File: src/rtl/mem_dumper_pkg.sv
// Shared definitions for the memory dumper: port widths and FSM state encoding.
// The encoding matches the one used by the controller and the program loader.
package mem_dumper_pkg;

    localparam int MD_ADDR_WIDTH = 8;
    localparam int MD_DATA_WIDTH = 8;

    localparam logic [2:0] ST_IDLE    = 3'd0;
    localparam logic [2:0] ST_ADDR    = 3'd1;
    localparam logic [2:0] ST_STROBE  = 3'd2;
    localparam logic [2:0] ST_CAPTURE = 3'd3;
    localparam logic [2:0] ST_SEND    = 3'd4;
    localparam logic [2:0] ST_DONE    = 3'd5;

endpackage

File: src/rtl/mem_dumper.sv
// Walks an inclusive address range, reading one byte every 4 cycles through the strobe protocol.
// Each byte is held on a valid/ready stream; a stalled consumer freezes the walk with no memory activity.
module mem_dumper
    import mem_dumper_pkg::*;
#(
    parameter int ADDR_WIDTH = MD_ADDR_WIDTH,
    parameter int DATA_WIDTH = MD_DATA_WIDTH
) (
    input  logic                  i_clock,
    input  logic                  i_reset,
    input  logic                  i_start,
    input  logic                  i_abort,
    input  logic [ADDR_WIDTH-1:0] i_start_addr,
    input  logic [ADDR_WIDTH-1:0] i_last_addr,
    output logic                  o_mem_clock,
    output logic                  o_mem_write,
    output logic [ADDR_WIDTH-1:0] o_mem_addr,
    output logic [DATA_WIDTH-1:0] o_mem_to,
    input  logic [DATA_WIDTH-1:0] i_mem_from,
    output logic [DATA_WIDTH-1:0] o_out_data,
    output logic                  o_out_valid,
    input  logic                  i_out_ready,
    output logic                  o_busy,
    output logic                  o_done
);

    logic [2:0]            r_state;
    logic [ADDR_WIDTH-1:0] r_cur;
    logic [ADDR_WIDTH-1:0] r_last;
    logic [DATA_WIDTH-1:0] r_out_data;
    logic [ADDR_WIDTH-1:0] w_cur_inc;

    // Natural overflow gives the wrap from the top address back to zero.
    assign w_cur_inc = r_cur + {{(ADDR_WIDTH-1){1'b0}}, 1'b1};

    always_ff @(posedge i_clock) begin
        if (i_reset) begin
            r_state    <= ST_IDLE;
            r_cur      <= '0;
            r_last     <= '0;
            r_out_data <= '0;
        end else if (i_abort && (r_state != ST_IDLE)) begin
            // Abort beats a same-cycle handshake: the pending byte counts as not sent.
            r_state <= ST_IDLE;
        end else begin
            case (r_state)
                ST_IDLE: begin
                    if (i_start) begin
                        r_cur   <= i_start_addr;
                        r_last  <= i_last_addr;
                        r_state <= ST_ADDR;
                    end
                end
                ST_ADDR:    r_state <= ST_STROBE;
                ST_STROBE:  r_state <= ST_CAPTURE;
                ST_CAPTURE: begin
                    r_out_data <= i_mem_from;
                    r_state    <= ST_SEND;
                end
                ST_SEND: begin
                    if (i_out_ready) begin
                        if (r_cur == r_last) begin
                            r_state <= ST_DONE;
                        end else begin
                            r_cur   <= w_cur_inc;
                            r_state <= ST_ADDR;
                        end
                    end
                end
                ST_DONE:    r_state <= ST_IDLE;
                default:    r_state <= ST_IDLE;
            endcase
        end
    end

    assign o_mem_clock = (r_state == ST_STROBE);
    assign o_mem_write = 1'b0;
    assign o_mem_addr  = r_cur;
    assign o_mem_to    = '0;
    assign o_out_data  = r_out_data;
    assign o_out_valid = (r_state == ST_SEND);
    assign o_busy      = (r_state != ST_IDLE);
    assign o_done      = (r_state == ST_DONE);

endmodule

File: config.mk
export PLATFORM = sky130hd
export DESIGN_NAME = mem_dumper
export DESIGN_NICKNAME = d
export VERILOG_FILES = /design/src/rtl/mem_dumper_pkg.sv /design/src/rtl/mem_dumper.sv
export SDC_FILE = /design/constraint.sdc
export NUM_CORES = 1
export LEC_CHECK = 0
export CAP_MARGIN = 25
export CORE_AREA = 2 2 60 62
export CTS_CLUSTER_DIAMETER = 80
export DETAILED_ROUTE_END_ITERATION = 16
export DIE_AREA = 0 0 62 64
export GPL_ROUTABILITY_DRIVEN = 0
export GPL_TIMING_DRIVEN = 0
export PLACE_DENSITY = 0.8
export SETUP_SLACK_MARGIN = 0.05
export SLEW_MARGIN = 20
export SYNTH_ARGS = -nofsm -noshare
export SYNTH_HDL_FRONTEND = slang
export SYNTH_SLANG_ARGS = --single-unit
File: constraint.sdc
create_clock -name i_clock -period 3.7 [get_ports i_clock]
set_input_delay 0.74 -clock i_clock [delete_from_list [all_inputs] [get_ports i_clock]]
set_output_delay 0.74 -clock i_clock [all_outputs]
set_load 0.005 [all_outputs]
; After elaboration in Yosys (flattened, before gate mapping)
; Index checks and enable logic that the tools add are counted.
[classes]
bitwise_logic = 1
eq_ne = 9
n_reduce_logical = 9
addsub = 1
mux = 8
[op_table]
columns = operator, count
row1 = 8-bit two-way mux, 3
row2 = 8-bit case mux with 2 select lines, 1
row3 = 3-bit case mux with 5 select lines, 1
row4 = 3-bit two-way mux, 3
row5 = "8-bit by 1-bit adder with 8-bit output, second input constant", 1
row6 = 8-bit == test, 1
row7 = "3-bit by 2-bit == test with 1-bit output, second input constant", 2
row8 = "3-bit == test, second input constant", 2
row9 = 5-bit AND reduction, 1
row10 = "2-bit inequality test, second input constant", 2
row11 = 2-bit AND reduction, 2
row12 = "3-bit by 1-bit == test with 1-bit output, second input constant", 1
row13 = 3-bit logical NOT, 1
row14 = 3-bit AND reduction, 1
row15 = 3-bit nonzero test, 1
row16 = "2-bit by 1-bit inequality test with 1-bit output, second input constant", 1
row17 = 2-bit nonzero test, 1
row18 = 2-bit OR reduction, 1
row19 = 1-bit logical AND, 1
row20 = 1-bit inverter, 1
[word_totals]
register_bits = 27

; Depth between registers and ports, before layout
[logic_depth]
word_depth = 4
depth_mapped = 7
mapped_depth_nobuf = 6

; Worst setup path before layout
; No wires, ideal clock.
[synth_timing]
path_kind = input to register
start = input port i_abort
end = register r_cur[0], in the netlist o_mem_addr[0]
cell_stages = 4
setup_slack_ns = 1.789
arrival_time_ns = 1.840
required_time_ns = 3.630
cell_sequence = nand3b_1 -> a211o_1 -> or4_1 -> a21oi_1
[synth_via]
elab_chain_len = 3
[synth_rtl]
columns = item, line_no
row1 = "start, declared", mem_dumper.sv:12  ; input logic i_abort,
row2 = 1-bit logical AND, mem_dumper.sv:42  ; end else if (i_abort && (r_state != ST_IDLE)) begin
row3 = 1-bit inverter (no line), -
row4 = 5-bit AND reduction (no line), -
row5 = "end signal, assigned", mem_dumper.sv:49  ; r_cur <= i_start_addr;
row6 = "end signal, assigned", mem_dumper.sv:65  ; r_cur <= w_cur_inc;
row7 = "end, declared", mem_dumper.sv:28  ; logic [ADDR_WIDTH-1:0] r_cur;
; Every way passes these cells.
; A chain may end at the register's enable or synchronous reset.

; Final worst setup path
[layout_timing]
start = register r_state[2]
end = output port o_done
[layout_via]
elab_chain_len = 1
[layout_rtl]
columns = item, line_no
row1 = "start, declared", mem_dumper.sv:27  ; logic [2:0] r_state;
row2 = "start signal, assigned", mem_dumper.sv:38  ; r_state <= ST_IDLE;
row3 = "start signal, assigned", mem_dumper.sv:44  ; r_state <= ST_IDLE;
row4 = "start signal, assigned", mem_dumper.sv:51  ; r_state <= ST_ADDR;
row5 = 3-bit == test, mem_dumper.sv:83  ; assign o_done = (r_state == ST_DONE);
row6 = "end, declared", mem_dumper.sv:24  ; output logic o_done
; Every way passes these cells.

==> impl_metrics.env <==
export IMPL_outcome="completed"
export IMPL_port_buffers=48
export IMPL_overflow=0
export IMPL_initial_core_util=0.442
export IMPL_cts_tree="done"
export IMPL_powerDensity_nw_per_um2=327
export IMPL_critPathKind="reg -> out"
export IMPL_grt_pass1_vias=1264
export IMPL_htree_levels=1
export IMPL_final_setup_skew_ps=9.45
export IMPL_slowest_stage="dfxtp_1"
export IMPL_synth_top_flop_cell="dfxtp_1"
export IMPL_area_delta_synth_final_pct=40.9
export IMPL_p_int_uw=470
export IMPL_p_clk_frac=0.190
export IMPL_hold_path_cell_count=2
export IMPL_worstPathArrival_ps=1910
export IMPL_peakVddDrop_mv=0.185
export IMPL_syn_mean_instance_area_um2=8.25
export IMPL_core_um2=3280
export IMPL_stdcell_area_um2=2050
export IMPL_n_antenna_cell=0
export IMPL_power_uw=669
export IMPL_rsz0062_at_grt="false"
export IMPL_ant_nets=0
export IMPL_tightest_slew_ps=697
export IMPL_critPathBufInv=2
export IMPL_antenna_found_initial=0
export IMPL_postCtsSetupBuffers=0
export IMPL_post_route_cells_drive_above_1_share=0.0890
export IMPL_dieArea_um2=3970
export IMPL_power_leakage_uw=0.000756
export IMPL_cp_start_kind="flip-flop"
export IMPL_synth_cell_type_count=43
export IMPL_fp_dieW_um=62
export IMPL_dp_hpwl_mm=2.66
export IMPL_cts_hold_buf=0
export IMPL_root_buffer="clkbuf_4"
export IMPL_routedWlPerCell_um=12.2
export IMPL_syn_area_um2=1450
export IMPL_clkSinkCount=27
export IMPL_wirelength_mm=3.44
export IMPL_fin_ws_ps=1050
export IMPL_syn_inst=176
export IMPL_hold_path_end="r_last[4]"
export IMPL_required_ps=2960
export IMPL_vias=1405
export IMPL_cap_violations=0
export IMPL_num_rows=21
export IMPL_first_pass_iters=4
export IMPL_comb_power_share=0.307
export IMPL_synthTopCellsByArea="dfxtp_1 37%, nand2_1 6.7%, mux2i_1 6.2%, xnor2_1 5.4%, a21oi_1 5.2%"
export IMPL_yosys_warnings=0
export IMPL_period_needed_ps=2650
export IMPL_seq_area_frac_synth=0.372
export IMPL_ys_seq_elements=27
export IMPL_ioPinCount=58
export IMPL_p_sw_frac=0.298
export IMPL_final_cell_mix="48 x clkdlybuf4s50_1, 27 x dfxtp_1, 26 x nand2_1"
export IMPL_clock_fmax_ghz=0.377
export IMPL_final_common_cell="clkdlybuf4s50_1"
export IMPL_fin_setup_tns_ps=0
export IMPL_hp_start="r_last[4]"
export IMPL_cp_depth=3
export IMPL_clk_insertion_delay_late_ps=320
export IMPL_timing_rr_end="o_mem_addr[3]"
export IMPL_seq_power_share=0.504
export IMPL_placed_area_um2=2020
export IMPL_cp_cell_sequence="clkbuf_1 -> and3b_1 -> clkdlybuf4s50_1"
export IMPL_critPathCaptureType="output port"
export IMPL_slew_headroom=0.534
export IMPL_hp_class="reg -> reg"
export IMPL_hold_violations=0
export IMPL_power_switching_uw=199
export IMPL_avgViaCountPerCell=4.98
export IMPL_layout_nets=267
export IMPL_drc=0
export IMPL_finalMaxSlewViolations=0
export IMPL_synth_top_cell_by_area="dfxtp_1"
export IMPL_drt_initial_drc_count=62
export IMPL_setup_viol_count_final=0
export IMPL_die_h_um=64
export IMPL_clk_pin_slew_ps=140
export IMPL_worstPathMaxFanout=10
export IMPL_grt_total_usage=0.181
export IMPL_fin_crit_sh=0.717
export IMPL_post_cts_resized=0
export IMPL_r2r_slack_ps=1790
export IMPL_grt_pass1_wl_mm=5.47
export IMPL_clk_path_buf_depth=2
export IMPL_cts_buffers=3
export IMPL_synth_edff_count=0
export IMPL_r2r_cells=4
export IMPL_async_reset_ff_frac=0
export IMPL_grt_max_degree=15
export IMPL_dp_slack_ps=1100
export IMPL_rr_startpoint="r_state[2]"
export IMPL_critPathMaxStageDelay_ps=510
export IMPL_critPathTopFamily="buffers and inverters"
export IMPL_synth_top_area_frac=0.372
[power by group through the flow]
stage	clock (uW)	sequential (uW)	combinational (uW)
2_1_floorplan	0	338	122
3_3_place_gp	0	342	202
3_5_place_dp	0	343	204
4_1_cts	131	336	205
5_1_grt	144	340	227
6_report	127	337	205
[sequential cells by signal, indices dropped and copies added (netlist names)]
name / flops
o_mem_addr: 8
o_out_data: 8
r_last: 8
r_state: 3
[worst register-to-register path, cell delays in order (launching register included)]
cell	delay (ps)
dfxtp_1	510
nand3b_1	150
a21boi_1	590
nand2_1	270
o32ai_1	310
[logic make-up (layout without fill, tap and decap cells)]
| kind of cell | Yosys count | after routing | share of synthesized area |
|---|---|---|---|
| simple gates | 69 | 69 | 0.248 |
| compound gates | 38 | 38 | 0.162 |
| flops | 27 | 27 | 0.372 |
| buf+inv | 22 | 74 | 0.0897 |
| xor+xnor | 9 | 9 | 0.0543 |
| mux | 9 | 9 | 0.0621 |
| fa+ha+maj | 1 | 1 | 0.00862 |
| other cells | 1 | 9 | 0.00258 |
[worst max path at each step]
stage,from,to,slack (ps)
final,r_state[2],o_done,1050
after global routing,r_state[2],o_done,940
after CTS,r_state[2],o_done,1060
after detailed placement,i_abort,o_mem_addr[3],1100
after global placement,i_abort,o_mem_addr[3],1150
after floorplan,i_abort,o_mem_addr[0],1790
[layout make-up]
type	count	area, um^2
repair buffers	48	480
plain buffers	18	115
inverters	4	15.0
clock buffers	4	26.3
well taps	46	57.6
flip-flops and latches	27	541
multi-input cells	135	811
fillers	302	1240
[per-stage QoR]
step / hold WS, ps / utilization / std cells
after floorplan: 449 / - / 184
after global placement: 458 / 0.615 / 278
after detailed placement: 461 / 0.615 / 278
after CTS: 480 / 0.623 / 282
after global routing: 499 / 0.623 / 282
final: 474 / 0.623 / 282
[synth_stat cells (2+ instances only)]
library cell  instances
a21oi_1              15
o211ai_1              2
nor4_1                2
buf_4                10
nand4_1               3
mux2i_1               9
clkbuf_1              5
xnor2_1               9
o21ai_0               8
or4_1                 2
o31ai_1               3
dfxtp_1              27
nor2_1               14
inv_1                 4
nand2_1              26
nor3_1                3
a211oi_1              2
nand3b_1              4
nand3_1               3
buf_2                 2
[per-layer routing]
layer  global-route usage  up-vias  wire length [um]
met3               0.0364        8               206
met5                    0        -                 0
li1                     -      716                 -
met1                0.229      626              1600
met4               0.0798        0                59
met2                0.289       55              1580
Note: power is estimated with default switching activity, not from simulation.
